[src/rtl/rst_req_pkg.sv]
// Shared types for the reset-request initiator: FSM states, cause codes and a
// small constant helper used for counter sizing.
package rst_req_pkg;

  typedef enum logic [1:0] {
    IDLE    = 2'd0,
    ASSERT  = 2'd1,
    HOLDOFF = 2'd2
  } state_t;

  typedef enum logic [1:0] {
    CAUSE_NONE = 2'b00,
    CAUSE_SW   = 2'b01,
    CAUSE_WDT  = 2'b10,
    CAUSE_LOCK = 2'b11
  } cause_t;

  function automatic int unsigned max_int(input int unsigned a, input int unsigned b);
    if (a > b) begin
      return a;
    end else begin
      return b;
    end
  endfunction

endpackage

[src/rtl/wdt_cnt.sv]
// Watchdog down-counter: reloads on disable, kick or hold, flags a timeout at
// zero. A kick in the zero cycle suppresses the timeout.
module wdt_cnt #(
  parameter int unsigned TIMEOUT = 100_000_000
) (
  input  logic clk,
  input  logic rst_n,
  input  logic en,
  input  logic kick,
  input  logic hold,
  output logic timeout
);

  localparam int unsigned CW = $clog2(TIMEOUT);
  localparam logic [CW-1:0] RELOAD = CW'(TIMEOUT - 1);

  logic [CW-1:0] cnt_r;

  assign timeout = en & ~kick & (cnt_r == CW'(0));

  // Reload whenever idle counting must restart, otherwise count down.
  always_ff @(posedge clk) begin
    if (!rst_n) begin
      cnt_r <= RELOAD;
    end else if (!en || kick || hold || (cnt_r == CW'(0))) begin
      cnt_r <= RELOAD;
    end else begin
      cnt_r <= cnt_r - CW'(1);
    end
  end

endmodule

[src/rtl/rst_req_ctl.sv]
// Reset-request initiator: stretched active-low request with sticky cause.
// Watchdog source is built only when RST_REQ_WDT_EN is defined.
module rst_req_ctl
  import rst_req_pkg::*;
#(
  parameter int unsigned WDT_TIMEOUT    = 100_000_000,
  parameter int unsigned ASSERT_CYCLES  = 16,
  parameter int unsigned HOLDOFF_CYCLES = 256,
  parameter int unsigned LOCK_FILTER    = 4
) (
  input  logic       clk_i,
  input  logic       rst_n_i,
  input  logic       sw_rst_req_i,
  input  logic       wdt_en_i,
  input  logic       wdt_kick_i,
  input  logic       pll_locked_i,
  output logic       rst_req_n_o,
  output logic [1:0] rst_cause_o,
  output logic       busy_o
);

  localparam int unsigned PHASE_W = $clog2(max_int(ASSERT_CYCLES, HOLDOFF_CYCLES) + 1);
  localparam int unsigned LOCK_W  = $clog2(LOCK_FILTER + 1);
  localparam logic [PHASE_W-1:0] ASSERT_LOAD = PHASE_W'(ASSERT_CYCLES - 1);
  localparam logic [PHASE_W-1:0] HOLD_LOAD   = PHASE_W'(HOLDOFF_CYCLES - 1);
  localparam logic [LOCK_W-1:0]  LOCK_LAST   = LOCK_W'(LOCK_FILTER - 1);
  localparam logic [LOCK_W-1:0]  LOCK_MAX    = LOCK_W'(LOCK_FILTER);

  state_t              state_r;
  cause_t              cause_r;
  logic [PHASE_W-1:0]  phase_r;
  logic [LOCK_W-1:0]   lock_cnt_r;
  logic                armed_r;
  logic                rst_req_n_r;
  logic                busy_r;

  logic   wdt_evt;
  logic   lock_evt;
  logic   fire;
  cause_t win_cause;

`ifdef RST_REQ_WDT_EN
  logic wdt_hold;

  // Counter stays at its reload value from the firing edge until back in IDLE.
  assign wdt_hold = (state_r != IDLE) | fire;

  wdt_cnt #(
    .TIMEOUT (WDT_TIMEOUT)
  ) u_wdt_cnt (
    .clk     (clk_i),
    .rst_n   (rst_n_i),
    .en      (wdt_en_i),
    .kick    (wdt_kick_i),
    .hold    (wdt_hold),
    .timeout (wdt_evt)
  );
`else
  logic [33:0] unused_wdt;

  assign wdt_evt    = 1'b0;
  assign unused_wdt = {wdt_en_i, wdt_kick_i, 32'(WDT_TIMEOUT)};
`endif

  // Event qualification and fixed-priority cause selection.
  always_comb begin
    lock_evt = armed_r & ~pll_locked_i & (lock_cnt_r >= LOCK_LAST);
    if (state_r == IDLE) begin
      fire = lock_evt | wdt_evt | sw_rst_req_i;
    end else begin
      fire = 1'b0;
    end
    if (lock_evt) begin
      win_cause = CAUSE_LOCK;
    end else if (wdt_evt) begin
      win_cause = CAUSE_WDT;
    end else if (sw_rst_req_i) begin
      win_cause = CAUSE_SW;
    end else begin
      win_cause = CAUSE_NONE;
    end
  end

  // Lock-loss filter: arms on first lock, counts consecutive low cycles.
  always_ff @(posedge clk_i) begin
    if (!rst_n_i) begin
      armed_r    <= 1'b0;
      lock_cnt_r <= LOCK_W'(0);
    end else begin
      if (pll_locked_i) begin
        armed_r <= 1'b1;
      end
      if (fire || pll_locked_i || !armed_r) begin
        lock_cnt_r <= LOCK_W'(0);
      end else if (lock_cnt_r != LOCK_MAX) begin
        lock_cnt_r <= lock_cnt_r + LOCK_W'(1);
      end
    end
  end

  // Request FSM with registered outputs and a shared phase counter.
  always_ff @(posedge clk_i) begin
    if (!rst_n_i) begin
      state_r     <= IDLE;
      phase_r     <= PHASE_W'(0);
      cause_r     <= CAUSE_NONE;
      rst_req_n_r <= 1'b1;
      busy_r      <= 1'b0;
    end else begin
      case (state_r)
        IDLE: begin
          if (fire) begin
            state_r     <= ASSERT;
            phase_r     <= ASSERT_LOAD;
            cause_r     <= win_cause;
            rst_req_n_r <= 1'b0;
            busy_r      <= 1'b1;
          end
        end
        ASSERT: begin
          if (phase_r == PHASE_W'(0)) begin
            state_r     <= HOLDOFF;
            phase_r     <= HOLD_LOAD;
            rst_req_n_r <= 1'b1;
          end else begin
            phase_r <= phase_r - PHASE_W'(1);
          end
        end
        HOLDOFF: begin
          if (phase_r == PHASE_W'(0)) begin
            state_r <= IDLE;
            busy_r  <= 1'b0;
          end else begin
            phase_r <= phase_r - PHASE_W'(1);
          end
        end
        default: begin
          state_r     <= IDLE;
          phase_r     <= PHASE_W'(0);
          rst_req_n_r <= 1'b1;
          busy_r      <= 1'b0;
        end
      endcase
    end
  end

  assign rst_req_n_o = rst_req_n_r;
  assign rst_cause_o = cause_r;
  assign busy_o      = busy_r;

endmodule

[config.mk]
export PLATFORM = sky130hd
export DESIGN_NAME = rst_req_ctl
export DESIGN_NICKNAME = d
export VERILOG_FILES = /design/src/rtl/rst_req_pkg.sv /design/src/rtl/wdt_cnt.sv /design/src/rtl/rst_req_ctl.sv
export SDC_FILE = /design/constraint.sdc
export NUM_CORES = 1
export LEC_CHECK = 0
export ABC_AREA = 1
export ABC_CLOCK_PERIOD_IN_PS = 1500
export CAP_MARGIN = 20
export CORE_ASPECT_RATIO = 0.8
export CORE_MARGIN = 10
export CORE_UTILIZATION = 50
export DETAILED_ROUTE_END_ITERATION = 10
export PLACE_DENSITY = 0.79
export SLEW_MARGIN = 10
export SYNTH_ARGS = -nofsm -noshare
export SYNTH_HDL_FRONTEND = slang
export SYNTH_SLANG_ARGS = --single-unit
[constraint.sdc]
create_clock -name clk_i -period 1.5 [get_ports clk_i]
set_clock_uncertainty 0.15 [all_clocks]
set_input_delay 0.375 -clock clk_i [delete_from_list [all_inputs] [get_ports clk_i]]
set_output_delay 0.375 -clock clk_i [all_outputs]
set_load 0.005 [all_outputs]
==> impl_metrics.tcl <==
set metrics [dict create \
    status "finished with violations" \
    violations "negative setup slack" \
    syn_area_mm2 0.00109 \
    p_int_mw 1.10 \
    period_needed_ns 1.66 \
    hold_viol 0 \
    synth_top_area_share_pct 34.9 \
    power_frac_seq_pct 35.0 \
    fillers 168 \
    dp.cells 207 \
    switchingPower_mw 0.813 \
    crit_path_cell_trace "ha_4, ha_4, nor2_4, nand2_2, nand2_2, nand3_4, nand2_4, buf_12, nand2_4, a21oi_2" \
    clock_latency_ns 0.30 \
    root_buffer "clkbuf_4" \
    gp_congestion 0.882 \
    avgSynthCellArea_um2 6.85 \
    p_leak_nw 0.725 \
    reg2regPathDepth 10 \
    htree_levels 1 \
    max-slew-margin-rel_pct 79.2 \
    stdcell_area_mm2 0.00151 \
    async_flop_share_pct 0 \
    antenna_found_initial 0 \
    area_delta_synth_final_pct 38.7 \
    finalSetupViolCount 15 \
    tightest_slew_ns 0.312 \
    crit_start "lock_cnt_r[0]" \
    period_share_pct 111 \
    cts_tree "yes" \
    swShare_pct 42.5 \
    drc_errors 0 \
    vdd_drop_max_mv 1.24 \
    synth_cells 159 \
    placed_area_mm2 0.00134 \
    firstDrtPassIters 4 \
    wl_per_cell_um 12.4 \
    post-dp-hpwl_mm 1.93 \
    fp.dieH_um 61.8 \
    antenna_left 0 \
    cts.clk_slew.worst_paths_ns 0.11 \
    clock-sinks 19 \
    wl_mm 2.66 \
    hp-start "rst_req_n_o" \
    numCtsBuffers 3 \
    ios 10 \
    fin_util_pct 71.3 \
    p_clk_share_pct 13.7 \
    num_antenna_cells 0 \
    synth_common_cells "34 x nand2_1, 23 x nor2_1, 19 x dfxtp_1, 19 x inv_1, 16 x a21oi_1" \
    slew_violations 0 \
    grt_pass1_vias 1030 \
    rows 15 \
    cts_max_path_buffers 2 \
    hold_path.class "reg2reg" \
    rr_startpoint "lock_cnt_r[0]" \
    synthTopCellsByArea "dfxtp_1 35%, nand2_1 12%, nor2_1 7.9%" \
    critPathLaunchType "register" \
    power_mw 1.92 \
    synth_flop_cell "dfxtp_1" \
    dp_slack_ns -0.292 \
    grt_pass1_wl_mm 4.51 \
    num_vias 1112 \
    layout.nets 201 \
    fin_cells 214 \
    critPathMaxFanout 5 \
    slowest_stage "dfxtp_2" \
    die_x_um 72.2 \
    grt.total_usage_pct 12.8 \
    fmax_mhz 602 \
    core-area_mm2 0.00212 \
    powerDensity_mw_per_mm2 1270 \
    yosysMostFrequentCell "nand2_1" \
    layout-drive-gt1-share_pct 37.6 \
    vias_per_cell 5.20 \
    critical_path_class "reg2reg" \
    initial_core_util_pct 51.4 \
    critical_path.endpoint_type "register" \
    ctsHoldBuffers 0 \
    port_buffers 7 \
    overflow 0 \
    crit_required_ns 1.59 \
    ys.warnings.count 0 \
    dieArea_mm2 0.00446 \
    cp.arrival_ns 1.76 \
    max_cap_violations 0 \
    p_comb_share_pct 51.2 \
    synth_edf_count 0 \
    synth_fp_nets 170 \
    synth_cell_types 21 \
    rsz0062_at_grt "yes" \
    synth-seq-cells 19 \
    grt_max_degree 12 \
    synth_largest_area_cell "dfxtp_1" \
    ys_seq_area_share_pct 34.9 \
    worstHoldPathCells 2 \
    layout_setup_ws_ns -0.162 \
    drt-initial-drc-count 72 \
    slowest_delay_ns 0.35 \
]
[layout make-up]
type	count	area, µm²	share of cell area, %
clock buffers	3	22.5	1.49
clock inverters	1	5.00	0.331
inverters	23	88.8	5.88
multi-input cells	116	748	49.5
flip-flops and latches	19	388	25.7
well taps	25	31.3	2.07
repair buffers	27	228	15.1
[cell families (layout without fill, tap and decap cells)]
family	after synthesis	after routing	synth area share, %
compound gates	22	22	10.1
flops	19	19	34.9
buf+inv	24	54	8.50
fa+ha+maj	5	5	5.74
simple gates	86	86	38.3
xor+xnor	3	3	2.41
[layout by cell type, fill, tap and decap left out, types with 2 or more instances in the layout]
cell              n
nand2_2           7
dfxtp_1          13
nor3_2            2
o21ai_2           2
inv_2             4
inv_1            18
nand3_1          12
clkbuf_4          3
clkdlybuf4s50_1   3
dfxtp_2           6
nor2_2            2
buf_4            19
a21oi_2           5
nand2_1          25
ha_4              2
nand3_2           2
dlygate4sd2_1     4
ha_1              2
xor2_1            3
a21oi_1          11
o21ai_0           4
nand2_4           7
nor2_1           21
nor2_4            5
[critical path: cells and delay by family (launching register included)]
family                   cells  cell delay [ns]
buffers and inverters        1             0.14
AND/OR/NAND/NOR              6             0.51
AO/OA/AOI/OAI                1             0.12
flip-flops                   1             0.35
adder cells (fa/ha/maj)      2             0.31
[flip-flops by register name, indices dropped and copies added (netlist names)]
register     flops
lock_cnt_r       3
armed_r          1
rst_req_n_o      1
rst_cause_o      2
state_r          2
busy_o           1
phase_r          9
[stage by stage]
| step | setup TNS (ns) | hold WS, ns |
|---|---|---|
| final | -1.72 | 0.303 |
| after floorplan | -0.0702 | 0.288 |
| after global placement | -3.33 | 0.290 |
| after CTS | -1.63 | 0.308 |
| after detailed placement | -3.77 | 0.299 |
| after global routing | -3.45 | 0.319 |
[power by group through the flow]
| stage | clock network (mW) | logic (mW) | registers (mW) |
|---|---|---|---|
| 2_1_floorplan | 0 | 0.562 | 0.664 |
| 3_3_place_gp | 0 | 0.827 | 0.661 |
| 3_5_place_dp | 0 | 0.853 | 0.664 |
| 4_1_cts | 0.277 | 0.912 | 0.664 |
| 5_1_grt | 0.294 | 1.08 | 0.683 |
| 6_report | 0.263 | 0.981 | 0.671 |
[path summary, 6_finish.rpt]
path / to / slack [ns]
setup / recovery: phase_r[5] / -0.16
hold / removal: rst_req_n_o / 0.30
setup reg to reg: phase_r[5] / -0.16
hold reg to reg: rst_req_n_o / 0.30
[layer usage]
layer	share of wire [%]	vias up	global-route usage, %
met2	49	38	22.7
li1	-	567	-
met4	1.5	0	3.31
met1	42	501	14.5
met3	7.2	6	4.44
met5	0	-	0
[timing repair]
| item | 4_1_cts | 5_1_grt |
|---|---|---|
| setup buffers | 3 | 0 |
| hold endpoints to repair | 0 | 0 |
| setup endpoints to repair | 22 | 18 |
| pin swaps | 10 | 9 |
| resized for setup | 25 | 14 |
Power figures use the tool's default switching activity.
